## src/rtl/puzzle1_line_parser.sv

```systemverilog
// ASCII rotation-line parser: turns "L68\n"-style lines into {letter, number} words
// for the day-1 dial solver, with syntax checking and valid/ready flow control.
module puzzle1_line_parser #(
    parameter int LETTER_W   = 7,
    parameter int NUM_W      = 10,
    parameter int MAX_DIGITS = 4,
    parameter int CNT_W      = 16
) (
    input  logic                      clk,
    input  logic                      reset,
    input  logic [7:0]                char_in,
    input  logic                      char_valid,
    output logic                      char_ready,
    input  logic                      eof_in,
    output logic [LETTER_W+NUM_W-1:0] data_out,
    output logic                      data_valid,
    input  logic                      data_ready,
    output logic                      err_pulse,
    output logic [CNT_W-1:0]          err_count,
    output logic [CNT_W-1:0]          line_count,
    output logic                      done
);

    localparam int ACC_W  = NUM_W + 4;
    localparam int DCNT_W = $clog2(MAX_DIGITS + 2);
    localparam logic [ACC_W-1:0]  NUM_MAX  = ACC_W'((1 << NUM_W) - 1);
    localparam logic [DCNT_W-1:0] DIG_MAX  = DCNT_W'(MAX_DIGITS);
    localparam logic [7:0] CH_L  = 8'h4C;
    localparam logic [7:0] CH_R  = 8'h52;
    localparam logic [7:0] CH_CR = 8'h0D;
    localparam logic [7:0] CH_LF = 8'h0A;

    typedef enum logic [1:0] {S_LETTER, S_DIGIT, S_SKIP} state_t;

    function automatic logic [CNT_W-1:0] sat_inc(input logic [CNT_W-1:0] v);
        return (&v) ? v : v + 1'b1;
    endfunction

    state_t                      state_q, state_d;
    logic [ACC_W-1:0]            acc_q, acc_d;
    logic [DCNT_W-1:0]           cnt_q, cnt_d;
    logic [LETTER_W-1:0]         letter_q, letter_d;
    logic [LETTER_W+NUM_W-1:0]   data_out_q, data_out_d;
    logic                        data_valid_q, data_valid_d;
    logic                        err_pulse_q, err_pulse_d;
    logic [CNT_W-1:0]            err_count_q, err_count_d;
    logic [CNT_W-1:0]            line_count_q, line_count_d;
    logic                        done_q, done_d;

    logic             slot_free, accept, eof_act, is_digit, err, emit;
    logic [ACC_W-1:0]  acc_next;
    logic [DCNT_W-1:0] cnt_next;

    assign slot_free  = !data_valid_q || data_ready;
    assign char_ready = slot_free && !done_q;
    assign accept     = char_valid && char_ready;
    // A byte accepted this cycle takes priority; eof is looked at once bytes stop.
    assign eof_act    = eof_in && !accept && slot_free && !done_q;
    assign is_digit   = (char_in >= 8'h30) && (char_in <= 8'h39);
    assign acc_next   = acc_q * ACC_W'(10) + {{(ACC_W-4){1'b0}}, char_in[3:0]};
    assign cnt_next   = cnt_q + 1'b1;

    always_comb begin
        state_d      = state_q;
        acc_d        = acc_q;
        cnt_d        = cnt_q;
        letter_d     = letter_q;
        data_out_d   = data_out_q;
        data_valid_d = data_valid_q;
        err_count_d  = err_count_q;
        line_count_d = line_count_q;
        done_d       = done_q;
        err          = 1'b0;
        emit         = 1'b0;

        if (accept) begin
            case (state_q)
                S_LETTER: begin
                    if (char_in == CH_L || char_in == CH_R) begin
                        letter_d = char_in[LETTER_W-1:0];
                        acc_d    = '0;
                        cnt_d    = '0;
                        state_d  = S_DIGIT;
                    end else if (char_in != CH_CR && char_in != CH_LF) begin
                        err     = 1'b1;
                        state_d = S_SKIP;
                    end
                end
                S_DIGIT: begin
                    if (is_digit) begin
                        if (acc_next > NUM_MAX || cnt_next > DIG_MAX) begin
                            err     = 1'b1;
                            state_d = S_SKIP;
                        end else begin
                            acc_d = acc_next;
                            cnt_d = cnt_next;
                        end
                    end else if (char_in == CH_LF) begin
                        emit    = (cnt_q != '0);
                        err     = (cnt_q == '0);
                        state_d = S_LETTER;
                    end else if (char_in != CH_CR) begin
                        err     = 1'b1;
                        state_d = S_SKIP;
                    end
                end
                S_SKIP: begin
                    if (char_in == CH_LF) state_d = S_LETTER;
                end
                default: state_d = S_LETTER;
            endcase
        end else if (eof_act) begin
            case (state_q)
                S_LETTER: done_d = !data_valid_q;
                S_DIGIT: begin
                    emit    = (cnt_q != '0);
                    err     = (cnt_q == '0);
                    state_d = S_LETTER;
                end
                S_SKIP: begin
                    err     = 1'b1;
                    state_d = S_LETTER;
                end
                default: state_d = S_LETTER;
            endcase
        end

        if (data_valid_q && data_ready) data_valid_d = 1'b0;
        if (emit) begin
            data_valid_d = 1'b1;
            data_out_d   = {letter_q, acc_q[NUM_W-1:0]};
            line_count_d = sat_inc(line_count_q);
        end
        err_pulse_d = err;
        if (err) err_count_d = sat_inc(err_count_q);
    end

    always_ff @(posedge clk or negedge reset) begin
        if (!reset) begin
            state_q      <= S_LETTER;
            acc_q        <= '0;
            cnt_q        <= '0;
            letter_q     <= '0;
            data_out_q   <= '0;
            data_valid_q <= 1'b0;
            err_pulse_q  <= 1'b0;
            err_count_q  <= '0;
            line_count_q <= '0;
            done_q       <= 1'b0;
        end else begin
            state_q      <= state_d;
            acc_q        <= acc_d;
            cnt_q        <= cnt_d;
            letter_q     <= letter_d;
            data_out_q   <= data_out_d;
            data_valid_q <= data_valid_d;
            err_pulse_q  <= err_pulse_d;
            err_count_q  <= err_count_d;
            line_count_q <= line_count_d;
            done_q       <= done_d;
        end
    end

    assign data_out   = data_out_q;
    assign data_valid = data_valid_q;
    assign err_pulse  = err_pulse_q;
    assign err_count  = err_count_q;
    assign line_count = line_count_q;
    assign done       = done_q;

endmodule

```

## config.mk

```make
export PLATFORM = sky130hd
export DESIGN_NAME = puzzle1_line_parser
export DESIGN_NICKNAME = d
export VERILOG_FILES = /design/src/rtl/puzzle1_line_parser.sv
export SDC_FILE = /design/constraint.sdc
export NUM_CORES = 1
export LEC_CHECK = 0
export CORE_MARGIN = 2
export CORE_UTILIZATION = 30
export DETAILED_ROUTE_END_ITERATION = 7
export SETUP_SLACK_MARGIN = 0.02
export SKIP_LAST_GASP = 1
export SYNTH_ARGS = -nofsm -noshare
export SYNTH_HDL_FRONTEND = slang
export SYNTH_SLANG_ARGS = --single-unit
```

## constraint.sdc

```tcl
create_clock -name clk -period 3.9 [get_ports clk]
set_input_delay 0.585 -clock clk [delete_from_list [all_inputs] [get_ports clk]]
set_output_delay 0.585 -clock clk [all_outputs]
set_load 0.02 [all_outputs]
```

After elaboration in Yosys (flattened, before gate mapping):

Index checks and enable logic that the tools add are counted.

* muxes and demuxes: 37
* add/subtract/negate cells: 4
* magnitude comparators: 4
* equal/unequal tests: 15
* reduce and logical (&&, ||, !) cells: 28
* bitwise operators: 3
* $mul: 1

Operators with widths (count)
* 14-bit two-way mux: 3
* 16-bit by 1-bit adder with 16-bit output (second input constant): 2
* 16-bit AND reduction: 2
* 14-bit one-hot mux with 2 select lines: 1
* 2-bit two-way mux: 10
* 8-bit by 7-bit equality test with 1-bit output (second input constant): 2
* 1-bit two-way mux: 16
* 8-bit by 4-bit inequality test with 1-bit output (second input constant): 2
* 14-bit by 4-bit adder with 14-bit output: 1
* 14-bit by 10-bit > comparator with 1-bit output (second input constant): 1
* 14-bit by 3-bit multiplier with 13-bit output (second input constant): 1
* 3-bit two-way mux: 3
* 8-bit by 4-bit equality test with 1-bit output (second input constant): 1
* 8-bit by 6-bit >= comparator with 1-bit output (second input constant): 1
* 8-bit by 6-bit <= comparator with 1-bit output (second input constant): 1
* 1-bit logical AND: 8
* 2-bit inequality test (second input constant): 4
* 3-bit inequality test (second input constant): 2
* 2-bit one-hot mux with 3 select lines: 1
* 3-bit one-hot mux with 2 select lines: 1
* 3-bit AND reduction: 2
* 6-bit AND reduction: 1
* 2-bit nonzero test: 3
* 5-bit inequality test (second input constant): 1
* 14 further kinds: 22

* flip-flop bits (word level): 78

Depth between registers and ports, before layout:

* word-level depth: 11
* gate-level depth with buffers: 13

Least setup slack after synthesis:

Ideal clock, no wire load.

* path kind: reg2reg
* start point: register acc_q[1]
* end point: register acc_q[3]
* required time: 3.775 ns
* clock period less this slack: 3.735 ns
* setup slack: 0.165 ns
* setup time: 0.125 ns
* arrival time: 3.610 ns
* stages on the path, launching flop included: 14
* cells stage by stage: dfrtp_1 -> ha_1 -> ha_1 -> fa_1 -> xnor2_1 -> or2_1 -> or4b_4 -> nor4_2 -> xor2_1 -> o21ai_1 -> nor4_4 -> o21ai_4 -> buf_6 -> mux2_4

* cells in the longest elaborated chain, start to end: 6

RTL lines
* start: declaration: RTL line 40 `logic [ACC_W-1:0] acc_q, acc_d;`
* start signal: assignment: RTL line 141 `acc_q <= '0;`
* start signal: assignment: RTL line 152 `acc_q <= acc_d;`
* 14-bit by 3-bit multiplier with 13-bit output *: RTL line 60 `assign acc_next = acc_q * ACC_W'(10) + {{(ACC_W-4){1'b0}}, char_in[3:0]};`
* 14-bit by 4-bit adder with 14-bit output *: RTL line 60
* 14-bit by 10-bit > comparator with 1-bit output: RTL line 91 `if (acc_next > NUM_MAX || cnt_next > DIG_MAX) begin`
* 1-bit logical OR: RTL line 91
* 2-bit inequality test (no line)
* 5-bit AND reduction (no line)

Mark *: on every way between the ends. The rest lies on a longest branch, timed or not. The select of a mux whose other input is x is not followed.
A chain may end at the register's enable or synchronous reset.

Final worst setup path:

* start point: register acc_q[1]
* end point: register err_count_q[1], in the netlist err_count[1]

* cells in the longest elaborated chain, start to end: 9

RTL lines
* 14-bit by 3-bit multiplier with 13-bit output: RTL line 60
* 14-bit by 4-bit adder with 14-bit output: RTL line 60
* 14-bit by 10-bit > comparator with 1-bit output: RTL line 91
* 1-bit logical OR: RTL line 91
* 1-bit two-way mux: RTL line 91
* 1-bit two-way mux: RTL line 90 `if (is_digit) begin`
* 1-bit one-hot mux with 2 select lines: RTL line 77 `case (state_q)`
* 1-bit two-way mux: RTL line 76 `if (accept) begin`
* 2-bit AND reduction (no line)
* end signal: assignment: RTL line 158 `err_count_q <= err_count_d;`
* end: declaration: RTL line 46 `logic [CNT_W-1:0] err_count_q, err_count_d;`

Every way passes these cells.

==> impl_metrics.py <==
metrics = {
    "synthesis": {
        "ys_types": 62,
        "yosys.area_share.simple": 0.174,
        "synth_fp_nets": 466,
        "muxShareOfSynthArea": 0.101,
        "yosysSeqAreaShare": 0.430,
        "synth_compound_area_frac": 0.0883,
        "synth-xor-area-share": 0.0861,
        "synth_fa_ha_area_frac": 0.0928,
        "syn-cell-area_mm2": 0.00448,
        "syn_avg_cell_area_um2": 10.6,
        "synth_enable_flop_cells": 0,
        "synthFlopType": "dfrtp_1",
        "synth_top_family_by_area": "simple AND/OR/NAND/NOR gates",
        "synth_cells": 421,
        "synth-seq-cells": 77,
        "async_flop_share": 1.00,
        "yosys_warnings": 0,
    },
    "critical_path": {
        "cpMostUsedCell": "ha_1",
        "rr_startpoint": "acc_q[1]$_DFFE_PN0P_",
        "cp_max_fo": 14,
        "reg2reg_depth": 12,
        "end_kind": "register",
        "r2r_end": "err_count[1]$_DFFE_PN0P_",
        "crit_end": "err_count[1]$_DFFE_PN0P_",
        "crit_path_top_delay_cell": "or4b_4",
        "required_ps": 4120,
        "crit_type": "register to register",
        "cp-start-kind": "register",
        "cpPeakStageDelay_ps": 560,
        "arrival_ps": 3970,
        "path_cells": "ha_1 -> ha_1 -> fa_1 -> nand2_1 -> or2_1 -> or4b_4 -> nor4_4 -> xor2_1 -> o21ai_2 -> o41a_1 -> buf_4 -> mux2_2",
        "ff2ff_setup_slack_ps": 160,
        "crit_path_start": "acc_q[1]$_DFFE_PN0P_",
    },
    "pwr": {
        "leakagePower_nw": 2.57,
        "switchingPower_mw": 0.677,
        "switching_share": 0.294,
        "pwr_density_cell_mw_per_mm2": 396,
        "p_int_mw": 1.63,
        "p_seq_frac": 0.394,
        "clkPwrFrac": 0.366,
        "ir_drop_uv": 251,
        "power_mw": 2.30,
        "combPwrFrac": 0.240,
    },
    "placed_design": {
        "port_buffers": 65,
        "gp_congestion": 0.852,
        "place_area_mm2": 0.00545,
        "hpwl_um": 7440,
        "dp.cells": 679,
    },
    "cts": {
        "clk_latency_ps": 340,
        "clk_pin_slew_ps": 60,
        "root_buffer": "clkbuf_16",
        "htreeDepth": 3,
        "clk_path_buf_depth": 2,
        "cts_sinks": 77,
        "cts_made_buffers": 9,
        "cts_tree": "yes",
    },
    "timing": {
        "rsz0062_at_grt": "no",
        "relSlewSlack": 0.349,
        "worstMarginPinSlew_ps": 977,
        "hold_viol_final": 0,
        "setup_viol": 0,
        "fmax_mhz": 267,
        "tns_ps": 0,
        "min_period_over_period": 0.960,
        "slew_viol_final": 0,
        "fin_worst_skew_ps": 8.62,
        "finalCriticalPeriod_ps": 3740,
    },
    "floorplan": {
        "ios": 66,
        "start_util": 0.308,
        "dieArea_mm2": 0.0159,
        "die_x_um": 126,
        "rows": 44,
        "die-height_um": 126,
        "core_area_mm2": 0.0145,
    },
    "global_routing": {
        "grt_remaining_overflow": 0,
        "grt_pass1_vias": 3569,
        "grtUsageTotal": 0.134,
        "grt_max_degree": 78,
        "grt_antenna_before_repair": 0,
        "grt_pass1_wl_um": 17300,
    },
    "drt": {
        "avgRoutedWirePerCell_um": 14.6,
        "vias": 3399,
        "drc": 0,
        "vias_per_cell": 4.86,
        "ant_nets": 0,
        "wl_um": 10200,
        "drt_iter0_drc": 122,
        "drt_first_pass_iters": 4,
    },
    "layout": {
        "finalNonFillerCells": 699,
        "drive_gt1_frac": 0.177,
        "num_antenna_cells": 0,
        "fin_nets": 556,
        "fin_area_mm2": 0.00582,
        "final_util": 0.400,
        "area_growth_pct": 29.9,
    },
    "job": {
        "max_cap_violations": 0,
    },
    "hold_path": {
        "hold_class": "input port to asynchronous set/reset pin",
    },
    "run_status": {
        "status": "completed",
    },
}
-- cells by family after synthesis --
family                   Yosys count
AND/OR/NAND/NOR                  143
flip-flops                        77
AO/OA/AOI/OAI                     55
XOR/XNOR                          44
multiplexers                      41
adder cells (fa/ha/maj)           32
buffers and inverters             29
-- metrics by stage --
step	setup slack [ps]	hold slack, ps
after floorplan	165	289
final	156	406
after global routing	1.26	487
after detailed placement	96.8	458
after global placement	137	462
after CTS	80.3	448
-- layer usage --
layer / vias up / GRT usage / routed length [um]
li1: 1679 / - / -
met1: 1648 / 0.166 / 4620
met2: 58 / 0.225 / 5000
met3: 14 / 0.0433 / 420
met4: 0 / 0.0362 / 151
met5: - / 0 / 0
-- area by class of cell --
type / instances / area (um2)
Inverter: 19 / 71.3
Clock buffer: 10 / 239
Fill cell: 1436 / 8720
Multi-Input combinational cell: 315 / 2460
Clock inverter: 5 / 60.1
Timing Repair Buffer: 89 / 828
Sequential cell: 77 / 1930
Tap cell: 184 / 230
-- worst min-delay path by stage --
stage | depth (start not counted) | end | startpoint
6_report | 1 | line_count[5]$_DFFE_PN0P_ | reset
5_1_grt | 1 | letter_q[6]$_DFFE_PN0P_ | letter_q[6]$_DFFE_PN0P_
4_1_cts | 1 | line_count[11]$_DFFE_PN0P_ | reset
3_5_place_dp | 1 | letter_q[6]$_DFFE_PN0P_ | letter_q[6]$_DFFE_PN0P_
3_3_place_gp | 1 | letter_q[6]$_DFFE_PN0P_ | letter_q[6]$_DFFE_PN0P_
2_1_floorplan | 0 | acc_q[0]$_DFFE_PN0P_ | reset
-- Yosys cell counts, types with 3 or more instances --
cell       n  area share
and3_1     5      0.0070
xnor2_1   37       0.072
a21oi_1   18       0.020
nor2b_1    8       0.011
dfrtp_1   77        0.43
a21o_1     4      0.0067
nand2_1   36       0.030
and2_1     3      0.0042
a31oi_1    3      0.0042
nor4b_1    3      0.0059
nor2_1    23       0.019
mux2_2    31       0.078
clkbuf_1   5      0.0042
ha_1      30       0.084
o21ai_0    8      0.0089
nand2b_1   3      0.0042
inv_1     19       0.016
nor3_1     5      0.0056
nand4_1   16       0.022
and2_2     4      0.0067
xor2_1     7       0.014
mux2i_1    9       0.020
nand3_1   21       0.023
-- what timing repair did --
| action | 4_1_cts | 5_1_grt |
|---|---|---|
| hold buffers | 0 | 0 |
| setup endpoints to repair | 0 | 27 |
| setup buffers | 0 | 5 |
| resized for setup | 0 | 5 |
-- worst max-delay path, delay by kind of cell, from the launching register on --
| family | cells | cell delay (ps) |
|---|---|---|
| XOR/XNOR | 1 | 200 |
| adder cells (fa/ha/maj) | 3 | 1050 |
| multiplexers | 1 | 280 |
| flip-flops | 1 | 380 |
| AND/OR/NAND/NOR | 4 | 1040 |
| AO/OA/AOI/OAI | 2 | 480 |
| buffers and inverters | 1 | 190 |
-- sequential cells by signal (all words and copies together) (netlist names) --
register,flops
cnt_q,3
done,1
state_q,2
data_valid,1
line_count,16
err_count,16
acc_q,13
letter_q,7
err_pulse,1
data_out,17
-- power groups by stage --
| stage | clock [mW] | combinational, mW | sequential [mW] |
|---|---|---|---|
| 6_report | 0.842 | 0.554 | 0.907 |
| 5_1_grt | 0.908 | 0.624 | 0.918 |
| 4_1_cts | 0.871 | 0.551 | 0.908 |
| 3_5_place_dp | 0 | 0.547 | 0.923 |
| 3_3_place_gp | 0 | 0.533 | 0.919 |
| 2_1_floorplan | 0 | 0.340 | 0.930 |
-- cell usage in the layout, fill, tap and decap left out, drive strengths merged, types with 7 or more instances in the layout --
| cell | n |
|---|---|
| a21oi | 18 |
| and2 | 7 |
| buf | 24 |
| clkbuf | 11 |
| clkdlybuf4s50 | 64 |
| dfrtp | 77 |
| ha | 30 |
| inv | 20 |
| mux2 | 32 |
| mux2i | 9 |
| nand2 | 36 |
| nand3 | 21 |
| nand4 | 16 |
| nor2 | 23 |
| nor2b | 8 |
| o21ai | 10 |
| xnor2 | 37 |
| xor2 | 7 |
No activity file was read; power rests on OpenSTA's default activity.
